==> src/rtl/pipeline_mem_arbiter.sv <==
// Serialises IF fetch and MEM data access onto one memory port.
// Sole source of stall_pipeline; releases the pipeline for one cycle.
module pipeline_mem_arbiter #(
  parameter bit DATA_FIRST = 1'b1,
  parameter int CNT_WIDTH  = 32
) (
  input  logic                 clk,
  input  logic                 rst,
  input  logic                 imem_read,
  input  logic [31:0]          imem_address,
  output logic [31:0]          imem_rdata,
  output logic                 imem_resp,
  input  logic                 dmem_read,
  input  logic                 dmem_write,
  input  logic [3:0]           dmem_mbe,
  input  logic [31:0]          dmem_address,
  input  logic [31:0]          dmem_wdata,
  output logic [31:0]          dmem_rdata,
  output logic                 dmem_resp,
  output logic                 mem_read,
  output logic                 mem_write,
  output logic [3:0]           mem_mbe,
  output logic [31:0]          mem_address,
  output logic [31:0]          mem_wdata,
  input  logic [31:0]          mem_rdata,
  input  logic                 mem_resp,
  output logic                 stall_pipeline,
  output logic [CNT_WIDTH-1:0] stall_cycles
);

  typedef enum logic [1:0] {
    IDLE,
    D_ACC,
    I_ACC,
    RELEASE
  } state_e;

  state_e               state_q, state_d;
  logic                 i_done_q, i_done_d;
  logic                 d_done_q, d_done_d;
  logic [31:0]          imem_rdata_q, imem_rdata_d;
  logic [31:0]          dmem_rdata_q, dmem_rdata_d;
  logic [CNT_WIDTH-1:0] stall_cycles_q, stall_cycles_d;

  logic d_pend;
  logic i_pend;
  logic d_is_rd;

  assign d_pend  = (dmem_read | dmem_write) & ~d_done_q;
  assign i_pend  = imem_read & ~i_done_q;
  assign d_is_rd = dmem_read & ~dmem_write;

  always_ff @(posedge clk or posedge rst) begin
    if (rst) begin
      state_q        <= IDLE;
      i_done_q       <= 1'b0;
      d_done_q       <= 1'b0;
      imem_rdata_q   <= '0;
      dmem_rdata_q   <= '0;
      stall_cycles_q <= '0;
    end else begin
      state_q        <= state_d;
      i_done_q       <= i_done_d;
      d_done_q       <= d_done_d;
      imem_rdata_q   <= imem_rdata_d;
      dmem_rdata_q   <= dmem_rdata_d;
      stall_cycles_q <= stall_cycles_d;
    end
  end

  always_comb begin
    state_d        = state_q;
    i_done_d       = i_done_q;
    d_done_d       = d_done_q;
    imem_rdata_d   = imem_rdata_q;
    dmem_rdata_d   = dmem_rdata_q;
    mem_read       = 1'b0;
    mem_write      = 1'b0;
    mem_mbe        = 4'h0;
    mem_address    = 32'h0;
    mem_wdata      = 32'h0;
    stall_pipeline = 1'b0;
    imem_resp      = 1'b0;
    dmem_resp      = 1'b0;
    unique case (state_q)
      IDLE: begin
        stall_pipeline = i_pend | d_pend;
        if (d_pend && (DATA_FIRST || !i_pend)) begin
          state_d = D_ACC;
        end else if (i_pend) begin
          state_d = I_ACC;
        end
      end
      D_ACC: begin
        stall_pipeline = 1'b1;
        mem_read       = d_is_rd;
        mem_write      = dmem_write;
        mem_mbe        = dmem_mbe;
        mem_address    = dmem_address;
        mem_wdata      = dmem_wdata;
        if (mem_resp) begin
          d_done_d = 1'b1;
          if (d_is_rd) begin
            dmem_rdata_d = mem_rdata;
          end
          state_d = i_pend ? I_ACC : RELEASE;
        end
      end
      I_ACC: begin
        stall_pipeline = 1'b1;
        mem_read       = 1'b1;
        mem_mbe        = 4'hF;
        mem_address    = imem_address;
        if (mem_resp) begin
          i_done_d     = 1'b1;
          imem_rdata_d = mem_rdata;
          state_d      = d_pend ? D_ACC : RELEASE;
        end
      end
      RELEASE: begin
        imem_resp = i_done_q;
        dmem_resp = d_done_q;
        i_done_d  = 1'b0;
        d_done_d  = 1'b0;
        state_d   = IDLE;
      end
      default: state_d = IDLE;
    endcase
    // Outputs must go quiet as soon as reset rises, before any edge.
    if (rst) begin
      mem_read       = 1'b0;
      mem_write      = 1'b0;
      stall_pipeline = 1'b0;
      imem_resp      = 1'b0;
      dmem_resp      = 1'b0;
    end
    stall_cycles_d = stall_cycles_q + CNT_WIDTH'(stall_pipeline);
  end

  assign imem_rdata   = imem_rdata_q;
  assign dmem_rdata   = dmem_rdata_q;
  assign stall_cycles = stall_cycles_q;

endmodule

==> config.mk <==
export PLATFORM = sky130hd
export DESIGN_NAME = pipeline_mem_arbiter
export DESIGN_NICKNAME = d
export VERILOG_FILES = /design/src/rtl/pipeline_mem_arbiter.sv
export SDC_FILE = /design/constraint.sdc
export NUM_CORES = 1
export LEC_CHECK = 0
export CAP_MARGIN = 0
export CORE_ASPECT_RATIO = 0.6
export CORE_MARGIN = 8
export CORE_UTILIZATION = 40
export DETAILED_ROUTE_END_ITERATION = 7
export GPL_TIMING_DRIVEN = 1
export HOLD_SLACK_MARGIN = 0.12
export PLACE_DENSITY_LB_ADDON = 0.05
export SYNTH_ARGS = -nofsm -noshare
export SYNTH_HDL_FRONTEND = slang
export SYNTH_SLANG_ARGS = --single-unit
==> constraint.sdc <==
create_clock -name clk -period 12.6 [get_ports clk]
set_clock_uncertainty 0.15 [all_clocks]
set_input_delay 3.15 -clock clk [delete_from_list [all_inputs] [get_ports clk]]
set_output_delay 3.15 -clock clk [all_outputs]
set_load 0.02 [all_outputs]
==> results.md <==
Power:
- In this run the power density over the cells is 232 nW/µm².
- Across the VDD grid, the largest voltage drop is 105 µV.
- The leakage power summed over all cells is 0.00354 µW.

Critical path:
- The critical path launch point type is an input port.
- At the worst endpoint, the required time is 9.30 ns.
- The worst register-to-register path has a depth of 4.
- The path type of the worst setup path is in2out.
- The endpoint arrival time on the critical path is 4.94 ns.
- The endpoint identified for the worst register-to-register timing path is dmem_rdata[15].
- The worst-case register-to-register setup slack is 9.01 ns.
- STA classifies the critical path endpoint as an output pin.
- The largest fanout on the critical path is 4.
- Counting stages on the worst path, the most repeated cell is sky130_fd_sc_hd__clkdlybuf4s50_1.
- In this run the critical register-to-register path is launched from state_q[1].
- The largest single stage delay on the critical path is 0.71 ns.
- The signal on the critical path passes through clkdlybuf4s50_1 -> o21bai_1 -> nand2_1 -> a21oi_1 -> nor3_1 -> clkdlybuf4s50_1.
- The slowest library cell on the worst path is sky130_fd_sc_hd__clkdlybuf4s50_1.

Placed design:
- The HPWL after detailed placement is 14700 µm.
- The congestion estimate from routability-driven global placement came to 0.818.
- Buffers placed on the I/O ports in this run total 306.
- The area after detailed placement is 8190 µm².

Yosys:
- The most instantiated flip-flop cell in the synthesis netlist is sky130_fd_sc_hd__dfrtp_1.
- The cell area that synthesis handed to floorplanning was 5000 µm².
- Counting distinct cell types in the post-synthesis netlist gives 35.
- The synthesized netlist cell count is 423.
- Counting flops and latches in the post-synthesis netlist gives 100.
- For this run, the register share of the synthesized area comes to 50.1%.
- The net count after synthesis is 568.
- The fraction of registers with async set/reset is 100%.
- After synthesis, the mean cell area works out to 11.8 µm².
- The warning count from the yosys run is 0.
- The number of enable-type register cells in the synthesized netlist is 0.

Route:
- In the routed design, unresolved DRC markers number 0.
- In this run, the number of DRC markers left after iteration 0 of detailed routing was 188.
- The number of vias per cell is 4.97.
- The total routed wirelength is 18500 µm.
- In the final routed layout, each cell accounts on average for 20.9 µm.
- The count of vias placed by the detailed router is 4408.
- The count of nets left with antenna violations after detail routing is 0.
- The number of detailed-routing iterations run before antenna repair is 4.

Min path:
- For hold timing, the worst endpoint is stall_cycles[22].
- The depth of the worst hold-timing path is 1.
- In this run the most critical hold path is launched from stall_cycles[22].
- The path class of the lowest-slack min-delay path is reg2reg.

Global route:
- The global routing usage summed across all routing layers is 21.6%.
- The first-pass GRT wire length is 27700 µm.
- The via count of the first global-routing pass came to 4881.
- Global routing finished with a remaining overflow of 0.
- The initial antenna violation count came to 1.
- Entering global routing, the biggest net connects 84 pins.

Clocking:
- In this run, post-CTS repair resized a total of 0 instances.
- Clock-pin slew was measured on the worst setup and hold paths at 0.06 ns.
- CTS built an H-tree with a depth of 3.
- The number of sinks handled by clock tree synthesis is 100.
- The TritonCTS clock tree is yes.
- The number of CTS-inserted buffers is 9.
- Clock latency on the worst-skew pair, taken at its later pin, is 0.34 ns.
- The number of setup buffers added after CTS is 0.
- The number of buffers between clock root and the deepest sink is 2.
- The CTS root buffer is sky130_fd_sc_hd__clkbuf_16.
- In this run, post-CTS hold repair placed 0 buffers.

Floorplan:
- The die is 103 µm tall.
- The die is 160 µm wide.
- The floorplan has 31 rows.
- The area inside the core boundary is 12100 µm².
- The die covers 16400 µm².
- The number of ports placed on the die boundary is 307.
- The initial utilization of the core area, before any placement, comes to 41.2%.

Cells and area:
- In the layout the commonest cells are sky130_fd_sc_hd__clkdlybuf4s50_1 (306), sky130_fd_sc_hd__dfrtp_1 (100), sky130_fd_sc_hd__mux2_2 (65).
- Summing all non-filler instances in the final layout gives an area of 8490 µm².
- The commonest non-fill, non-tap cell in the layout is sky130_fd_sc_hd__clkdlybuf4s50_1.
- The proportion of layout cells with a drive suffix above 1 is 14.3%.
- The growth of design area from synthesis to finish is 69.8%.
- The number of antenna diodes in the final layout is 0.
- At the end of the flow, the number of nets in the layout was 863.

STA:
- Setup repair after global routing left no endpoint under its margin.
- The number of max-slew violations in the final report came to 0.
- The setup TNS is 0 ns.
- The highest achievable clock rate is 0.121 GHz.
- The worst path uses 65.4% of the clock period.
- The total setup violations reported at the end of the flow is 0.
- The number of hold violations in the final report is 0.
- For the finished layout, the period the worst path requires is 8.24 ns.
- At the pin with the least slew margin, the transition time is 1.24 ns.
- The worst pin sits at a relative slew slack of 17.2%.

Flow run:
- The max capacitance violation total is 0.

Run status:
- The run finished with clean final reports.
==> stage by stage <==
stage	util (%)	instances	power, µW	setup slack (ns)	hold slack (ns)
floorplan	-	423	1130	3.56	0.306
detailed placement	67.4	872	1710	4.37	0.321
finish	69.9	887	1970	4.36	0.330
global placement	67.4	872	1680	4.38	0.316
CTS	69.9	887	1990	4.36	0.330
global route	69.9	887	2080	4.28	0.363
==> sequential cells by signal, indices dropped and copies added, names as in the netlist <==
| name | cells |
|---|---|
| stall_cycles | 32 |
| state_q | 2 |
| i_done_q | 1 |
| imem_rdata | 32 |
| dmem_rdata | 32 |
| d_done_q | 1 |
==> worst max-delay path, delay by kind of cell <==
family | cells | cell delay [ns]
and+or+nand+nor | 2 | 0.38
buffers and inverters | 2 | 1.21
AOI/OAI and AO/OA | 2 | 0.19
==> how the worst max path moves through the flow <==
stage | startpoint | end | slack [ns] | cells after the start
2_1_floorplan | rst | dmem_resp | 3.56 | 2
3_3_place_gp | dmem_write | stall_pipeline | 4.38 | 6
3_5_place_dp | dmem_write | stall_pipeline | 4.37 | 6
4_1_cts | dmem_write | stall_pipeline | 4.36 | 6
5_1_grt | dmem_write | stall_pipeline | 4.28 | 6
6_report | dmem_write | stall_pipeline | 4.36 | 6
==> logic make-up after synthesis <==
kind of cell / after synthesis / share of synthesized area [%]
DFF: 100 / 50.1
AOI/OAI and AO/OA: 46 / 6.31
and+or+nand+nor: 139 / 18.6
muxes: 67 / 15.0
xor gates and xnor gates: 30 / 5.26
adders and majority gates: 7 / 1.75
buffers and inverters: 34 / 2.95
==> where the power goes <==
part	leakage, µW	switching [µW]	internal (µW)	total (µW)
logic	0.00217	586	580	1170
registers	0.00124	84.3	443	527
clock network	0.000137	117	159	276
==> metal layers <==
| metal | vias up | global-route usage, % | part of all wire (%) |
|---|---|---|---|
| met2 | 188 | 37.7 | 51 |
| met5 | - | 0 | 0.070 |
| met4 | 2 | 3.36 | 0.57 |
| met1 | 2154 | 24.8 | 39 |
| met3 | 11 | 9.49 | 9.4 |
| li1 | 2053 | - | - |
==> cell type report <==
class	count	area, µm²
clock buffer	10	239
clock inverter	5	61.3
fill	868	3650
inverter	9	36.3
multi-input combinational	289	2360
sequential	100	2500
tap	165	206
timing repair buffer	309	3090
==> cells in the mapped netlist, drive strengths merged (9+ instances only) <==
library cell	count	area [µm²]
a22oi	32	240
and2	32	200
buf	15	76.3
clkbuf	10	37.5
dfrtp	100	2500
inv	9	33.8
mux2	65	732
nand2	14	52.6
nand3	13	95.1
nor2b	37	231
nor3	9	50.1
xnor2	9	78.8
xor2	21	184
Power figures use the tool's default switching activity.
